`config.mk`:
```
export PLATFORM = sky130hd
export DESIGN_NAME = lfsr_rand_gen
export DESIGN_NICKNAME = d
export VERILOG_FILES = /design/src/rtl/rand_pkg.sv /design/src/rtl/serial_mod.sv /design/src/rtl/lfsr_rand_gen.sv
export SDC_FILE = /design/constraint.sdc
export NUM_CORES = 1
export LEC_CHECK = 0
export BUFFER_PORTS_ARGS = -buffer_cell sky130_fd_sc_hd__buf_2
export CAP_MARGIN = 40
export CORE_MARGIN = 1
export CORE_UTILIZATION = 54
export CTS_CLUSTER_DIAMETER = 200
export CTS_CLUSTER_SIZE = 24
export DETAILED_ROUTE_END_ITERATION = 8
export HOLD_SLACK_MARGIN = 0.12
export PLACE_DENSITY = 0.78
export RECOVER_POWER = 50
export SETUP_SLACK_MARGIN = 0.4
export SYNTH_ARGS = -nofsm -noshare
export SYNTH_HDL_FRONTEND = slang
export SYNTH_HIERARCHICAL = 1
export SYNTH_SLANG_ARGS = --single-unit
```
`constraint.sdc`:
```
create_clock -name clock -period 2.6 [get_ports clock]
set_input_delay 0.52 -clock clock [delete_from_list [all_inputs] [get_ports clock]]
set_output_delay 0.52 -clock clock [all_outputs]
set_load 0.01 [all_outputs]
```
`src/rtl/rand_pkg.sv`:
```
// rtl/rand_pkg.sv - shared types and helpers for the LFSR draw engine
package rand_pkg;

    typedef enum logic [1:0] {
        IDLE = 2'd0,
        MIX  = 2'd1,
        DIV  = 2'd2,
        OUT  = 2'd3
    } state_t;

    localparam int DEF_RANGE = 5;
    localparam int REM_W     = $clog2(DEF_RANGE);

    // Fibonacci step on a zero-extended state; bits above width are cleared.
    function automatic logic [31:0] lfsr_next(
        input logic [31:0] state,
        input logic [31:0] taps,
        input int          width
    );
        logic [31:0] mask;
        mask = (width >= 32) ? 32'hFFFF_FFFF : ((32'd1 << width) - 32'd1);
        return {state[30:0], ^(state & taps)} & mask;
    endfunction

endpackage

```
`src/rtl/serial_mod.sv`:
```
// rtl/serial_mod.sv - bit-serial restoring modulo reduction, WIDTH cycles per operand
module serial_mod #(
    parameter int WIDTH = 13,
    parameter int RANGE = 5,
    localparam int RW   = $clog2(RANGE)
) (
    input  logic             clock,
    input  logic             reset,
    input  logic             start,
    input  logic [WIDTH-1:0] dividend,
    output logic             done,
    output logic [RW-1:0]    remainder
);

    localparam int CW = $clog2(WIDTH);
    localparam logic [RW:0] MODULUS = (RW+1)'(RANGE);

    logic [WIDTH-1:0] dvd;
    logic [RW:0]      r;
    logic [RW:0]      r_shift;
    logic [RW:0]      r_next;
    logic [CW-1:0]    bit_cnt;
    logic             running;

    // r stays below RANGE, so the shifted value is below 2*RANGE and one subtract suffices.
    always_comb begin
        r_shift = {r[RW-1:0], dvd[bit_cnt]};
        r_next  = (r_shift >= MODULUS) ? (r_shift - MODULUS) : r_shift;
    end

    always_ff @(posedge clock) begin
        if (reset) begin
            dvd     <= '0;
            r       <= '0;
            bit_cnt <= '0;
            running <= 1'b0;
            done    <= 1'b0;
        end else begin
            done <= 1'b0;
            if (start) begin
                dvd     <= dividend;
                r       <= '0;
                bit_cnt <= CW'(WIDTH - 1);
                running <= 1'b1;
            end else if (running) begin
                r <= r_next;
                if (bit_cnt == '0) begin
                    running <= 1'b0;
                    done    <= 1'b1;
                end else begin
                    bit_cnt <= bit_cnt - CW'(1);
                end
            end
        end
    end

    assign remainder = r[RW-1:0];

endmodule

```
`src/rtl/lfsr_rand_gen.sv`:
```
// rtl/lfsr_rand_gen.sv - free-running LFSR with modulo-reduced, table-mapped draws
module lfsr_rand_gen
    import rand_pkg::*;
#(
    parameter int                     WIDTH  = 13,
    parameter logic [WIDTH-1:0]       TAPS   = 13'h10A9,
    parameter logic [WIDTH-1:0]       SEED   = 13'h000F,
    parameter int                     SHIFTS = 13,
    parameter int                     RANGE  = 5,
    parameter int                     OUT_W  = 4,
    parameter logic [RANGE*OUT_W-1:0] MAP    = {4'd5, 4'd6, 4'd8, 4'd4, 4'd2}
) (
    input  logic                     clock,
    input  logic                     reset,
    input  logic                     seed_load,
    input  logic [WIDTH-1:0]         seed_in,
    input  logic                     req,
    output logic                     busy,
    output logic                     valid,
    input  logic                     ready,
    output logic [OUT_W-1:0]         rnd,
    output logic [$clog2(RANGE)-1:0] rem,
    output logic [WIDTH-1:0]         lfsr_q
);

    localparam int RW = $clog2(RANGE);
    localparam int MW = $clog2(SHIFTS + 1);

    state_t           state, state_n;
    logic [WIDTH-1:0] lfsr;
    logic [WIDTH-1:0] lfsr_nxt;
    logic [MW-1:0]    mix_cnt;
    logic             mod_start;
    logic             mod_done;
    logic [RW-1:0]    mod_rem;
    logic [OUT_W-1:0] map_tab [RANGE];

    for (genvar i = 0; i < RANGE; i++) begin : g_map
        assign map_tab[i] = MAP[i*OUT_W +: OUT_W];
    end

    assign lfsr_nxt = WIDTH'(lfsr_next(32'(lfsr), 32'(TAPS), WIDTH));

    serial_mod #(
        .WIDTH(WIDTH),
        .RANGE(RANGE)
    ) u_mod (
        .clock    (clock),
        .reset    (reset),
        .start    (mod_start),
        .dividend (lfsr),
        .done     (mod_done),
        .remainder(mod_rem)
    );

    // seed_load overrides every transition, which both aborts a draw and drops a same-cycle req.
    always_comb begin
        state_n   = state;
        mod_start = 1'b0;
        if (seed_load) begin
            state_n = IDLE;
        end else begin
            case (state)
                IDLE: if (req) state_n = MIX;
                MIX: begin
                    if (mix_cnt == MW'(SHIFTS - 1)) begin
                        mod_start = 1'b1;
                        state_n   = DIV;
                    end
                end
                DIV: if (mod_done) state_n = OUT;
                OUT: if (ready) state_n = IDLE;
                default: state_n = IDLE;
            endcase
        end
    end

    always_ff @(posedge clock) begin
        if (reset) begin
            lfsr    <= SEED;
            state   <= IDLE;
            mix_cnt <= '0;
            rem     <= '0;
            rnd     <= '0;
        end else begin
            // A zero seed would lock the register, so it is replaced by SEED.
            lfsr    <= seed_load ? ((seed_in == '0) ? SEED : seed_in) : lfsr_nxt;
            state   <= state_n;
            mix_cnt <= (state == MIX) ? (mix_cnt + MW'(1)) : '0;
            if (state == DIV && state_n == OUT) begin
                rem <= mod_rem;
                rnd <= map_tab[mod_rem];
            end
        end
    end

    assign busy   = (state != IDLE);
    assign valid  = (state == OUT);
    assign lfsr_q = lfsr;

endmodule
```
==> flow_summary.toml <==
[timing]
min_period_over_period_pct = 87.1
finalSetupTns_ns = 0
rsz0062_at_grt = "true"
setup_viol = 0
max_slew.worst_pin.slew_ns = 1.66
relSlewSlack_pct = -10.4
max_freq_ghz = 0.441
timing.final.max_slew_violations = 41
hold_violations = 0
final_period_minus_worst_setup_slack_ns = 2.27
finalClockSkew_ns = 0.00473

[drt]
avgViaCountPerCell = 5.36
per_cell_routed_wire_length_um = 13.5
detail_route.first_pass.iterations = 4
dr_drc_count = 0
dr_total_vias = 1641
totalWireLength_um = 4130
number_of_nets_with_antenna_violations_after_routing = 0
drt-initial-drc-count = 63

[logic_synthesis]
synth_area_um2 = 2110
dominantRegCellSynth = "sky130_fd_sc_hd__dfxtp_1"
syn_inst = 222
yosys.area.top_type_share_pct = 44.7
synthArstFlopShare_pct = 0
yosys_register_bits = 47
netlist.top_cell.by_area = "sky130_fd_sc_hd__dfxtp_1"
syn_avg_cell_area_um2 = 9.49
synth.cells.most_frequent = "47 x sky130_fd_sc_hd__dfxtp_1, 40 x sky130_fd_sc_hd__nor2_1, 28 x sky130_fd_sc_hd__mux2i_1, 11 x sky130_fd_sc_hd__inv_1, 10 x sky130_fd_sc_hd__a21oi_1"
synth.yosys.seq_area_share_pct = 44.7
post_synth_main_area_contributors = "sky130_fd_sc_hd__dfxtp_1 45%, sky130_fd_sc_hd__mux2i_1 13%, sky130_fd_sc_hd__nor2_1 7.1%"
synthesis.yosys.warnings = 6
synth_cell_types = 38
synth_edf_count = 0
mappedNetlistNets = 246
yosys.cell_count.top_type = "sky130_fd_sc_hd__dfxtp_1"

[die]
io_pins = 40
dieArea_um2 = 4150
rows = 22
starting_density_of_the_core_pct = 57.1
coreArea_um2 = 3690
die_y_um = 64.4
floorplan.die.width_um = 64.4

[finish]
nNetsFinal = 281
fillCellCount = 332
post_route_cells_drive_above_1_share_pct = 21.3
multiInputGateArea_um2 = 1090
antennaDiodeCount = 0
area_delta_synth_final_pct = 15.7
post_layout_nonfiller_instances = 306
ff_latch_area_um2 = 947

[power_and_ir_drop]
maximum_ir_drop_on_the_vdd_rail_uv = 324
power_leakage_nw = 0.920
sw_frac_of_total_pct = 23.7
share_seq_of_total_power_pct = 57.5
combinationalPowerShare_pct = 7.2
power_density_nw_per_um2 = 535
switching_power_uw = 310
p_clk_share_pct = 35.2
internal_power_uw = 995

[worst_setup_path]
critical_path_cell_count = 10
cp_slowest_cell = "sky130_fd_sc_hd__mux4_2"
crit_fanout = 7
critical_path_buf_inv_count = 1
critPathRequiredTime_ns = 2.79
critPathKind = "register to register"
endpoint_kind = "register"
rr_worst_depth = 10
path_delay_family = "multiplexers"
crit_chain = "mux4_2, mux2i_2, mux2_4, inv_2, ha_4, nand2b_4, a21oi_4, and4b_1, a41o_1, nor4_2"
worst_ep_arrival_time_ns = 2.45
timing.critical_path.slowest_cell_delay_ns = 0.51
setup.worst_path.start_class = "register"

[placed_design]
post-dp-hpwl_um = 2910
numPortBuffers = 39
gp_congestion = 0.805
placed_cells = 297

[clock_network]
cts.sink_count = 47
htreeDepth = 2
cts_inserted_buffers = 5
tritoncts = "done"
clkSlewWorstSetupHoldPaths_ns = 0.08
ctsRootBufferMaster = "sky130_fd_sc_hd__clkbuf_8"
postCtsHoldBufs = 0
clock_insertion_delay_worst_skew_ns = 0.30
cts_buffer_depth = 2

[global_route]
grt_first_pass_wirelength_um = 6910
grt_start_max_net_pins = 41
globalRouteTotalUtil_pct = 21.9
grt_pass1_vias = 1603
grt-ovfl-total = 0
antenna_violations_before_repair = 0

[min_path]
hp-class = "input port to register"
holdPathStages = 2

[job]
maxCapViolations = 1

[status]
outcome = "complete, but fails checks"
violations = "max-capacitance violations, max-slew violations"
worst register-to-register path: cells and delay by family, from the launching register on:
kind	cells	cell delay (ns)
flip-flops	1	0.40
AND/OR/NAND/NOR	3	0.39
buffers and inverters	1	0.04
adder cells (fa/ha/maj)	1	0.14
AO/OA/AOI/OAI	2	0.28
multiplexers	3	0.90
layout make-up:
cell class / count / area share, %
inverter: 12 / 1.85
clock inverter: 1 / 0.359
clock buffer: 7 / 3.54
multi-input combinational: 149 / 44.8
sequential: 47 / 38.9
tap: 48 / 2.46
timing repair buffer: 42 / 8.16
per-layer routing:
metal | vias up | global-route usage, % | part of all wire, %
li1 | 828 | - | -
met1 | 772 | 23.5 | 45
met2 | 35 | 40.4 | 50
met3 | 6 | 4.23 | 3.4
met4 | 0 | 10.8 | 1.4
met5 | - | 0 | 0
worst paths after layout:
check	start	end	slack, ns
worst max-delay path	u_mod/bit_cnt[0]	u_mod/r[0]	0.33
worst min-delay path	seed_in[0]	lfsr_q[0]	0.46
worst max register to register	u_mod/bit_cnt[0]	u_mod/r[0]	0.33
worst min register to register	mix_cnt[0]	mix_cnt[0]	0.48
cells in the final DEF, fill, tap and decap left out, drive strengths merged:
master and count:
dfxtp 47, xor2 1, o32a 3, clkbuf 22, nand2 6, o21ai 5, a2111oi 1, and2 2
inv 12, and4b 1, a21oi 12, clkinv 1, mux2i 28, xnor2 7, nand2b 5, nor4 5
a31oi 1, nand3 3, nor3 5, a211oi 1, mux2 1, ha 6, nand3b 4, mux4 2
a41o 1, nand4 1, or4b 1, or2 4, nor2 40, nor3b 1, o31ai 2, buf 27
power groups by stage:
stage | clock (mW) | combinational (mW) | sequential [mW]
floorplan | 0 | 0.0531 | 0.771
global placement | 0 | 0.0954 | 0.769
detailed placement | 0 | 0.0967 | 0.769
CTS | 0.470 | 0.0971 | 0.751
global route | 0.500 | 0.104 | 0.753
finish | 0.459 | 0.0946 | 0.751
timing repair:
| action | in CTS | in global routing |
|---|---|---|
| gates resized for setup | 7 | 1 |
| endpoints found under the hold margin | 0 | 0 |
| setup endpoints to repair | 2 | 2 |
| setup buffers | 1 | 0 |
| pin swaps | 4 | 3 |
logic make-up (layout without fill, tap and decap cells):
| logic type | after synthesis | in the layout | share of synthesized area (%) |
|---|---|---|---|
| XOR/XNOR | 8 | 8 | 3.33 |
| AO/OA/AOI/OAI | 26 | 26 | 8.08 |
| multiplexers | 31 | 31 | 16.0 |
| adder cells (fa/ha/maj) | 6 | 6 | 3.56 |
| AND/OR/NAND/NOR | 78 | 78 | 18.8 |
| buffers and inverters | 26 | 62 | 5.53 |
| flip-flops | 47 | 47 | 44.7 |
flip-flops by register name, indices dropped and copies added, names as in the netlist:
| signal | count |
|---|---|
| rnd | 4 |
| lfsr_q | 13 |
| state | 2 |
| mix_cnt | 4 |
| u_mod/r | 3 |
| rem | 2 |
| u_mod/dvd | 13 |
| u_mod/bit_cnt | 4 |
| u_mod/running | 1 |
| u_mod/done | 1 |
metrics by stage:
stage / instance area [um^2] / hold slack, ns / worst slack, ns / util (%) / total power [mW]
global route: 2440 / 0.461 / 0.231 / 66.1 / 1.36
global placement: 2330 / 0.443 / 0.222 / 63.2 / 0.865
floorplan: 2130 / 0.430 / 0.387 / - / 0.824
finish: 2440 / 0.459 / 0.335 / 66.1 / 1.30
CTS: 2460 / 0.451 / 0.325 / 66.6 / 1.32
detailed placement: 2330 / 0.468 / 0.130 / 63.2 / 0.866
No activity file was read; power rests on OpenSTA's default activity.
